**src/rtl/pipelined_rca_adder_pkg.sv**
```systemverilog
// Shared definitions for the pipelined ripple-carry adder: handshake flag
// values, default geometry, chunk-width helper and the geometry legality check.
package pipelined_rca_adder_pkg;

    localparam int unsigned WIDTH_DEF  = 16;
    localparam int unsigned STAGES_DEF = 4;

    localparam logic HS_IDLE   = 1'b0;
    localparam logic HS_ASSERT = 1'b1;

    // Bits handled by one pipeline stage.
    function automatic int unsigned chunk_w(input int unsigned width, input int unsigned stages);
        return (stages == 0) ? width : width / stages;
    endfunction

    // Legal geometry: at least two bits, at least one stage, stages divide width evenly.
    function automatic bit cfg_ok(input int unsigned width, input int unsigned stages);
        return (width >= 2) && (stages >= 1) && (stages <= width) && ((width % stages) == 0);
    endfunction

endpackage

```
**src/rtl/pipelined_rca_adder_if.sv**
```systemverilog
// Operand/result handshake bundle for the pipelined adder.
//   in_valid/in_ready   : operand handshake (a_in, b_in, c_in)
//   out_valid/out_ready : result handshake  (s_out, c_out, ovf_out)
// master = operand producer + result consumer, slave = the adder.
interface pipelined_rca_adder_if
    import pipelined_rca_adder_pkg::*;
#(
    parameter int unsigned WIDTH = WIDTH_DEF
) ();

    logic             in_valid;
    logic             in_ready;
    logic [WIDTH-1:0] a_in;
    logic [WIDTH-1:0] b_in;
    logic             c_in;
    logic             out_valid;
    logic             out_ready;
    logic [WIDTH-1:0] s_out;
    logic             c_out;
    logic             ovf_out;

    modport master (
        output in_valid, a_in, b_in, c_in, out_ready,
        input  in_ready, out_valid, s_out, c_out, ovf_out
    );

    modport slave (
        input  in_valid, a_in, b_in, c_in, out_ready,
        output in_ready, out_valid, s_out, c_out, ovf_out
    );

endinterface

```
**src/rtl/pipelined_rca_adder_rca_chunk.sv**
```systemverilog
// Combinational W-bit ripple of full adders (the rca_chunk building block).
//   i_a, i_b   : operand chunks
//   i_cin      : carry into bit 0
//   o_sum_c    : chunk sum
//   o_cout_c   : carry out of the top bit
//   o_c_msb_c  : carry into the top bit (signed-overflow source)
module pipelined_rca_adder_rca_chunk
    import pipelined_rca_adder_pkg::*;
#(
    parameter int unsigned W = chunk_w(WIDTH_DEF, STAGES_DEF)
) (
    input  logic [W-1:0] i_a,
    input  logic [W-1:0] i_b,
    input  logic         i_cin,
    output logic [W-1:0] o_sum_c,
    output logic         o_cout_c,
    output logic         o_c_msb_c
);

    logic [W:0] w_carry;

    // Bit-serial full-adder ripple.
    always_comb begin
        w_carry    = '0;
        o_sum_c    = '0;
        w_carry[0] = i_cin;
        for (int i = 0; i < int'(W); i++) begin
            o_sum_c[i]   = i_a[i] ^ i_b[i] ^ w_carry[i];
            w_carry[i+1] = (i_a[i] & i_b[i]) | (w_carry[i] & (i_a[i] ^ i_b[i]));
        end
    end

    assign o_cout_c  = w_carry[W];
    assign o_c_msb_c = w_carry[W-1];

endmodule

```
**src/rtl/pipelined_rca_adder.sv**
```systemverilog
// Pipelined ripple-carry adder: WIDTH-bit a + b + c_in split into STAGES
// registered CHUNK-bit slices, valid/ready handshake with full backpressure.
//   clk, rst_n : clock, async active-low reset
//   bus        : slave side of pipelined_rca_adder_if (operands in, result out)
// Stage k keeps its valid bit, the carry out of chunk k, the sum bits of
// chunks 0..k and the operand bits still to be added (skew registers).
module pipelined_rca_adder
    import pipelined_rca_adder_pkg::*;
#(
    parameter int unsigned WIDTH  = WIDTH_DEF,
    parameter int unsigned STAGES = STAGES_DEF
) (
    input logic                  clk,
    input logic                  rst_n,
    pipelined_rca_adder_if.slave bus
);

    localparam int unsigned CHUNK = chunk_w(WIDTH, STAGES);

    if (!cfg_ok(WIDTH, STAGES)) begin : g_bad_cfg
        $error("pipelined_rca_adder: WIDTH must be >= 2 and divisible by STAGES");
    end

    // w_ready[k] = stage k may load this cycle; w_ready[STAGES] is the consumer.
    logic [STAGES:0] w_ready;

    assign w_ready[STAGES] = bus.out_ready;
    assign bus.in_ready    = w_ready[0];

    for (genvar k = 0; k < STAGES; k++) begin : g_stage
        localparam int unsigned SW = (k + 1) * CHUNK;
        localparam int unsigned RW = WIDTH - k * CHUNK;

        logic             r_valid;
        logic             r_carry;
        logic [SW-1:0]    r_sum;

        logic             w_in_valid;
        logic             w_in_carry;
        logic             w_load;
        logic [RW-1:0]    w_a_rem;
        logic [RW-1:0]    w_b_rem;
        logic [CHUNK-1:0] w_sum_chunk;
        logic [SW-1:0]    w_sum_next;
        logic             w_cout;
        logic             w_c_msb;

        // Stage input: the interface for stage 0, the previous stage otherwise.
        if (k == 0) begin : g_head
            assign w_in_valid = bus.in_valid;
            assign w_in_carry = bus.c_in;
            assign w_a_rem    = bus.a_in;
            assign w_b_rem    = bus.b_in;
            assign w_sum_next = w_sum_chunk;
        end else begin : g_body
            assign w_in_valid = g_stage[k-1].r_valid;
            assign w_in_carry = g_stage[k-1].r_carry;
            assign w_a_rem    = g_stage[k-1].g_skew.r_a_hi;
            assign w_b_rem    = g_stage[k-1].g_skew.r_b_hi;
            assign w_sum_next = {w_sum_chunk, g_stage[k-1].r_sum};
        end

        pipelined_rca_adder_rca_chunk #(
            .W (CHUNK)
        ) u_rca_chunk (
            .i_a       (w_a_rem[CHUNK-1:0]),
            .i_b       (w_b_rem[CHUNK-1:0]),
            .i_cin     (w_in_carry),
            .o_sum_c   (w_sum_chunk),
            .o_cout_c  (w_cout),
            .o_c_msb_c (w_c_msb)
        );

        // A stage can load when empty or when its content moves on this edge.
        assign w_ready[k] = (r_valid == HS_IDLE) || w_ready[k+1];
        assign w_load     = (w_in_valid == HS_ASSERT) && w_ready[k];

        // Valid follows the upstream slot; data only changes on a real transfer.
        always_ff @(posedge clk or negedge rst_n) begin
            if (!rst_n) begin
                r_valid <= HS_IDLE;
                r_carry <= 1'b0;
                r_sum   <= '0;
            end else begin
                if (w_ready[k]) begin
                    r_valid <= w_in_valid;
                end
                if (w_load) begin
                    r_carry <= w_cout;
                    r_sum   <= w_sum_next;
                end
            end
        end

        if (k < STAGES - 1) begin : g_skew
            logic [RW-CHUNK-1:0] r_a_hi;
            logic [RW-CHUNK-1:0] r_b_hi;
            logic                w_unused_c_msb;

            assign w_unused_c_msb = w_c_msb;

            // Operand bits for the chunks still ahead.
            always_ff @(posedge clk or negedge rst_n) begin
                if (!rst_n) begin
                    r_a_hi <= '0;
                    r_b_hi <= '0;
                end else if (w_load) begin
                    r_a_hi <= w_a_rem[RW-1:CHUNK];
                    r_b_hi <= w_b_rem[RW-1:CHUNK];
                end
            end
        end else begin : g_tail
            logic r_ovf;

            // Signed overflow: carry into the MSB differs from carry out of it.
            always_ff @(posedge clk or negedge rst_n) begin
                if (!rst_n) begin
                    r_ovf <= 1'b0;
                end else if (w_load) begin
                    r_ovf <= w_cout ^ w_c_msb;
                end
            end
        end
    end

    assign bus.out_valid = g_stage[STAGES-1].r_valid;
    assign bus.s_out     = g_stage[STAGES-1].r_sum;
    assign bus.c_out     = g_stage[STAGES-1].r_carry;
    assign bus.ovf_out   = g_stage[STAGES-1].g_tail.r_ovf;

endmodule

```
**src/flat_wrapper.sv**
```systemverilog
// flat-port wrapper written by rule: the top's interface ports become plain ports
module pipelined_rca_adder_flat import pipelined_rca_adder_pkg::*;
#(
    parameter int unsigned WIDTH  = WIDTH_DEF,
    parameter int unsigned STAGES = STAGES_DEF
)
  (clk, rst_n, bus_in_valid, bus_a_in, bus_b_in, bus_c_in, bus_out_ready, bus_in_ready, bus_out_valid, bus_s_out, bus_c_out, bus_ovf_out);
  pipelined_rca_adder_if #(.WIDTH(WIDTH)) bus_i ();
  input logic clk;
  input logic rst_n;
  input wire logic [$bits(bus_i.in_valid)-1:0] bus_in_valid;
  input wire logic [$bits(bus_i.a_in)-1:0] bus_a_in;
  input wire logic [$bits(bus_i.b_in)-1:0] bus_b_in;
  input wire logic [$bits(bus_i.c_in)-1:0] bus_c_in;
  input wire logic [$bits(bus_i.out_ready)-1:0] bus_out_ready;
  output wire logic [$bits(bus_i.in_ready)-1:0] bus_in_ready;
  output wire logic [$bits(bus_i.out_valid)-1:0] bus_out_valid;
  output wire logic [$bits(bus_i.s_out)-1:0] bus_s_out;
  output wire logic [$bits(bus_i.c_out)-1:0] bus_c_out;
  output wire logic [$bits(bus_i.ovf_out)-1:0] bus_ovf_out;
  assign bus_i.in_valid = bus_in_valid;
  assign bus_i.a_in = bus_a_in;
  assign bus_i.b_in = bus_b_in;
  assign bus_i.c_in = bus_c_in;
  assign bus_i.out_ready = bus_out_ready;
  assign bus_in_ready = bus_i.in_ready;
  assign bus_out_valid = bus_i.out_valid;
  assign bus_s_out = bus_i.s_out;
  assign bus_c_out = bus_i.c_out;
  assign bus_ovf_out = bus_i.ovf_out;
  pipelined_rca_adder #(.WIDTH(WIDTH), .STAGES(STAGES)) u_core (.clk(clk), .rst_n(rst_n), .bus(bus_i));
endmodule
```
**config.mk**
```make
export PLATFORM = sky130hd
export DESIGN_NAME = pipelined_rca_adder_flat
export DESIGN_NICKNAME = d
export VERILOG_FILES = /design/src/rtl/pipelined_rca_adder_pkg.sv /design/src/rtl/pipelined_rca_adder_if.sv /design/src/rtl/pipelined_rca_adder_rca_chunk.sv /design/src/rtl/pipelined_rca_adder.sv /design/src/flat_wrapper.sv
export SDC_FILE = /design/constraint.sdc
export NUM_CORES = 1
export LEC_CHECK = 0
export CAP_MARGIN = 0
export CORE_UTILIZATION = 25
export DETAILED_ROUTE_END_ITERATION = 16
export PLACE_DENSITY_LB_ADDON = 0.05
export RECOVER_POWER = 100
export SLEW_MARGIN = 0
export SYNTH_ARGS = -nofsm -noshare
export SYNTH_HDL_FRONTEND = slang
export SYNTH_HIERARCHICAL = 1
export SYNTH_SLANG_ARGS = --single-unit
export TNS_END_PERCENT = 10
```
**constraint.sdc**
```tcl
create_clock -name clk -period 5.35 [get_ports clk]
set_input_delay 0.535 -clock clk [delete_from_list [all_inputs] [get_ports clk]]
set_output_delay 0.535 -clock clk [all_outputs]
set_load 0.02 [all_outputs]
```
Word level (Yosys, flattened, before mapping)
Index checks and enable logic that the tools add are counted.
{ "op_classes": {"add_sub_neg": 0, "n_mul": 0, "n_div": 0, "order_cmp": 0, "n_eq_ne": 0, "n_shift": 0, "mux": 0, "n_bitwise": 85, "n_reduce_logical": 8} }
{ "ops": {"columns": ["operator", "n"], "rows": [
  ["$xor 1x1->1", 33],
  ["$and 1x1->1", 32],
  ["$or 1x1->1", 16],
  ["$logic_and 1x1->1", 4],
  ["$logic_or 1x1->1", 4],
  ["$not 1->1", 4]
]} }
{ "word_totals": {"reg_bits": 97, "latchBits": 0, "ramBits": 0, "rom_bits": 0, "inputBits": 37, "out_inout_bits": 20, "wordCells": 112, "mem_count": 0} }

Depth between registers and ports, before layout
{ "depth": {"depth_word": 10, "depth_mapped": 8, "mapped_depth_nobuf": 8} }

Hierarchy
Netlist, hierarchy kept.
{ "modules_own_cells": {"columns": ["module", "n_inst", "cells_each", "area_each_um2", "seq_area_each_um2"], "rows": [
  ["pipelined_rca_adder", 1, 212, 3676.0, 2427.3],
  ["pipelined_rca_adder_rca_chunk", 4, 12, 110.1, 0.0]
]} }

Worst setup path after synthesis
Ideal clock, no wire load.
{ "synth_path": {"path_kind": "input to register", "from": "input bus_a_in[0]", "to": "register u_core.g_stage[0].r_sum[3]", "setup_ps": 125, "t_arrival_ps": 2152, "t_required_ps": 5225, "path_slack_ps": 3073, "path_stages": 7, "path_buffers": 0, "cell_sequence": "fa_1 > inv_1 > fa_1 > fa_1 > inv_1 > fa_1 > mux2_2"} }
{ "synth_via": {"elab_chain_cells": 8, "word_cells_on_any_way": 9, "classes_between": "bitwise (9)"} }
{ "synth_lines": {"columns": ["item", "line", "source"], "rows": [
  ["start: declaration", "flat_wrapper.sv:12", "input wire logic [$bits(bus_i.a_in)-1:0] bus_a_in;"],
  ["$xor 1x1->1", "pipelined_rca_adder_rca_chunk.sv:29", "w_carry[i+1] = (i_a[i] & i_b[i]) | (w_carry[i] & (i_a[i] ^ i_b[i]));"],
  ["$and 1x1->1", "pipelined_rca_adder_rca_chunk.sv:29", null],
  ["$or 1x1->1 (*)", "pipelined_rca_adder_rca_chunk.sv:29", null],
  ["$and 1x1->1 (*)", "pipelined_rca_adder_rca_chunk.sv:29", null],
  ["$or 1x1->1 (*)", "pipelined_rca_adder_rca_chunk.sv:29", null],
  ["$and 1x1->1 (*)", "pipelined_rca_adder_rca_chunk.sv:29", null],
  ["$or 1x1->1 (*)", "pipelined_rca_adder_rca_chunk.sv:29", null],
  ["net u_core.g_stage[0].g_skew.w_unused_c_msb", "pipelined_rca_adder.sv:98", "logic w_unused_c_msb;"],
  ["$xor 1x1->1 (*)", "pipelined_rca_adder_rca_chunk.sv:28", "o_sum_c[i] = i_a[i] ^ i_b[i] ^ w_carry[i];"],
  ["net u_core.g_stage[0].w_sum_chunk[3]", "pipelined_rca_adder.sv:43", "logic [CHUNK-1:0] w_sum_chunk;"],
  ["end signal: assignment", "pipelined_rca_adder.sv:90", "r_sum <= w_sum_next;"],
  ["end: declaration", "pipelined_rca_adder.sv:36", "logic [SW-1:0] r_sum;"]
]} }
Mark *: on every way through the listed nets, which the timed path passes. The rest lies on a longest branch.
A chain may end at the register's enable or synchronous reset.

Worst setup path in the final report
{ "layout_path": {"from": "input bus_out_ready", "to": "register u_core.g_stage[0].r_sum[1]"} }
{ "layout_via": {"elab_chain_cells": 5} }
{ "layout_lines": {"columns": ["item", "line", "source"], "rows": [
  ["start: declaration", "flat_wrapper.sv:15", "input wire logic [$bits(bus_i.out_ready)-1:0] bus_out_ready;"],
  ["$logic_or 1x1->1 (4 in a row)", "pipelined_rca_adder.sv:75", "assign w_ready[k] = (r_valid == HS_IDLE) || w_ready[k+1];"],
  ["$logic_and 1x1->1", "pipelined_rca_adder.sv:76", "assign w_load = (w_in_valid == HS_ASSERT) && w_ready[k];"]
]} }
Every way passes these cells.

==> impl_results.md <==
- Max-Cap Viols: 2
- Fin. Hold Viols: 0
- DRT Pass-1 Iters: 4
- Peak supply drop: between 0.15 and 0.2 mV
- Worst-Margin Slew: 2.01 ns
- Crit Path Max Fanout: 29
- Setup Viol. Count Final: 0
- HPWL Detailed: around 4800 um
- Initial core utilization: 0.257
- Yosys warns: 6
- Dpl cell area: around 4900 sq um
- Hold_ws: 0.294 ns
- Yosys cell types: 17
- Sw Pwr: 0.734 mW
- Post-synth top flop: dfrtp_1
- DRT iter0 DRCs: 55
- CTS Buf Count: 9
- Setup_tns: 0 ns
- CP arrival: 3.41 ns
- Synth Area in XOR/XNOR: 0.00213
- Worst r2r path cells: 4
- Flop pwr share: 0.457
- Post-synth top area cell: dfrtp_1
- Core area: 16000 sq um
- Diodes inserted: 0
- Layout filler cell count: roughly 1700
- Clk pin slew, worst setup/hold paths: 0.06 ns
- Power share of the clock group: 0.232
- Status: complete, but fails checks
- Avg WL per Cell: 14.2 um
- First-pass GRT wire length: 13000 um
- Pin count of the biggest net entering global routing: 63
- Layout Area Growth over Synthesis: 23.8%
- Failing checks: capacitance limit, slew limit
- Reg area: 2430 sq um
- Cells after synthesis: 260
- Crit path from: bus_out_ready
- Initial antenna violation count: 0
- PwrDens: 483 nW/um^2
- Placed cell count: 527
- # IOs: 57
- Crit path to: u_core/g_stage[0].r_sum[1]$_DFFE_PN0P_
- Startpoint types: input port
- Compound-Gate Fraction of Synth Area: 0.00213
- Share of cells above drive strength 1: 0.298
- Register bit total from synthesis: 97
- Synthesized cell area: around 4000 sq um
- FP Rows: 46
- Nets: between 300 and 400
- WL final: 7680 um
- Die width: 130 um
- Syn Area/Cell: 15.8 sq um
- Resized Gates After CTS: 0
- EDFF count, synth: 0
- Minimum clock period: 3.19 ns
- Clock skew: 0.00667 ns
- Crit. End Element: register
- Max_slew headroom: -0.340
- CP required: 5.57 ns
- CP cell instances: dlygate4sd3_1 -> nand4b_1 -> o21ai_4 -> clkbuf_1 -> mux2_2
- Vias: 2157
- Layout Utilization: 0.318
- DRT antenna net count: 0
- Worst setup margin: 2.16 ns
- Port Buf Inserts: 56
- Most frequent cell after synthesis: dfrtp_1
- Static Leakage: 2.18 nW
- Mux cell area share after synthesis: 0.264
- GRT overflow: 0
- Post-CTS setup buffers: 0
- CP max-delay cell: clkbuf_1
- Die Y: roughly 130 um
- DRC viols: 0
- Gr usage total: 0.106
- RSZ-0062 raised after global routing: no
- Clock root cell: clkbuf_16
- Sw frac: 0.298
- Largest family of logic cells by synthesized area: multiplexers
- R2R Setup Slk: 2.60 ns
- CP Class: in -> reg
- Fmax: 314 MHz
- H-tree level count: 3
- Top cells by count, synth: dfrtp_1 (97), mux2_2 (83), inv_1 (33)
- Placer Congestion: 0.628
- R2R Path End: u_core/g_stage[0].r_sum[1]$_DFFE_PN0P_
- Class of the worst hold path: in -> async
- Period utilisation layout: 0.596
- Total die area: 17000 sq um
- Synth Area in Simple Gates: 0.0179
- Critical path's largest stage delay: 1.38 ns
- Worst slack, placed: 2.50 ns
- Post-synth ARST share: 1.00
- Top-area cell type share of the netlist area: 0.590
- Adder-cell share of the synthesized area: 0.0778
- Max Slew Vio Count: 67
- Longest Clk Path Bufs: 2
- Non-Filler Instances: 541
- Cell-internal power: 1.73 mW
- Clk sinks: 97
- Syn nets: ~310
- Combined area of the multi-input logic cells: between 1000 and 1500 sq um
- Pwr Total: between 2 and 2.5 mW
- Comb pwr share: 0.311
- Vias in the first global route: 2425
- Worst r2r src: u_core/bus.out_valid$_DFFE_PN0P_
- Skew-Pair Late Insertion Delay: 0.34 ns
- Ranking of synthesized cells by area: dfrtp_1 (59%), mux2_2 (23%), fa_1 (7.8%)
- CTS tree: done
- Final instance area: approximately 5100 sq um
- Sequential share of the synthesized area: 0.590
- Vias per cell: 3.99
- Hold Buf Count CTS: 0
==> area by class of cell <==
class,instances,share of cell area
flip-flops and latches,97,0.476
multi-input cells,122,0.286
repair buffers,59,0.112
well taps,216,0.0530
clock buffers,13,0.0472
inverters,33,0.0243
clock inverters,1,0.000982
==> critical path: cells and delay by family <==
kind | cells | cell delay [ns]
AO/OA/AOI/OAI | 1 | 0.17
AND/OR/NAND/NOR | 1 | 0.29
multiplexers | 1 | 0.44
buffers and inverters | 2 | 1.94
==> cell usage in the layout (no fill, tap or decap), types with 4 or more instances in the layout <==
cell | synthesis | final
dlygate4sd3_1 | 0 | 21
dfrtp_1 | 97 | 97
clkdlybuf4s50_1 | 0 | 34
nand2_1 | 2 | 4
nand2b_1 | 4 | 4
mux2_2 | 83 | 83
clkbuf_16 | 0 | 9
fa_1 | 16 | 16
mux2_1 | 0 | 9
inv_1 | 33 | 33
clkbuf_1 | 0 | 7
==> state kept, by name (all words and copies together) (netlist names), 3 cells and up <==
signal / cells
u_core/g_stage.r_sum: 24
u_core/bus.s_out: 16
u_core/g_stage.r_carry: 3
u_core/g_stage.g_skew.r_a_hi: 24
u_core/g_stage.g_skew.r_b_hi: 24
u_core/g_stage.r_valid: 3
==> worst min-delay path by stage <==
stage | startpoint | endpoint | slack, ns | depth (start not counted)
global route | rst_n | u_core/g_stage[0].g_skew.r_a_hi[2]$_DFFE_PN0P_ | 0.36 | 1
floorplan | rst_n | u_core/bus.c_out$_DFFE_PN0P_ | 0.24 | 0
global placement | u_core/g_stage[0].g_skew.r_a_hi[11]$_DFFE_PN0P_ | u_core/g_stage[1].g_skew.r_a_hi[7]$_DFFE_PN0P_ | 0.48 | 1
CTS | rst_n | u_core/bus.out_valid$_DFFE_PN0P_ | 0.33 | 1
finish | rst_n | u_core/bus.s_out[7]$_DFFE_PN0P_ | 0.29 | 1
detailed placement | u_core/g_stage[2].r_sum[0]$_DFFE_PN0P_ | u_core/bus.s_out[0]$_DFFE_PN0P_ | 0.49 | 1
==> power groups by stage <==
| stage | registers [mW] | clock network [mW] | logic [mW] |
|---|---|---|---|
| after floorplan | 1.19 | 0 | 0.456 |
| after global placement | 1.15 | 0 | 0.812 |
| after detailed placement | 1.15 | 0 | 0.823 |
| after CTS | 1.14 | 0.602 | 0.826 |
| after global routing | 1.17 | 0.636 | 0.861 |
| final | 1.12 | 0.572 | 0.765 |
==> cells by family after synthesis <==
family                     count (synthesis)
buffers and inverters                     41
xor gates and xnor gates                   1
muxes                                     93
AOI/OAI and AO/OA                          1
DFF                                       97
and+or+nand+nor                           11
adders and majority gates                 16
==> metal layers <==
metal	GRT usage	vias up	part of all wire
met4	0.0369	0	0.014
met2	0.173	36	0.49
met1	0.128	1135	0.45
met5	0	-	0
li1	-	977	-
met3	0.0402	9	0.045
(Power assumes the default switching activity.)
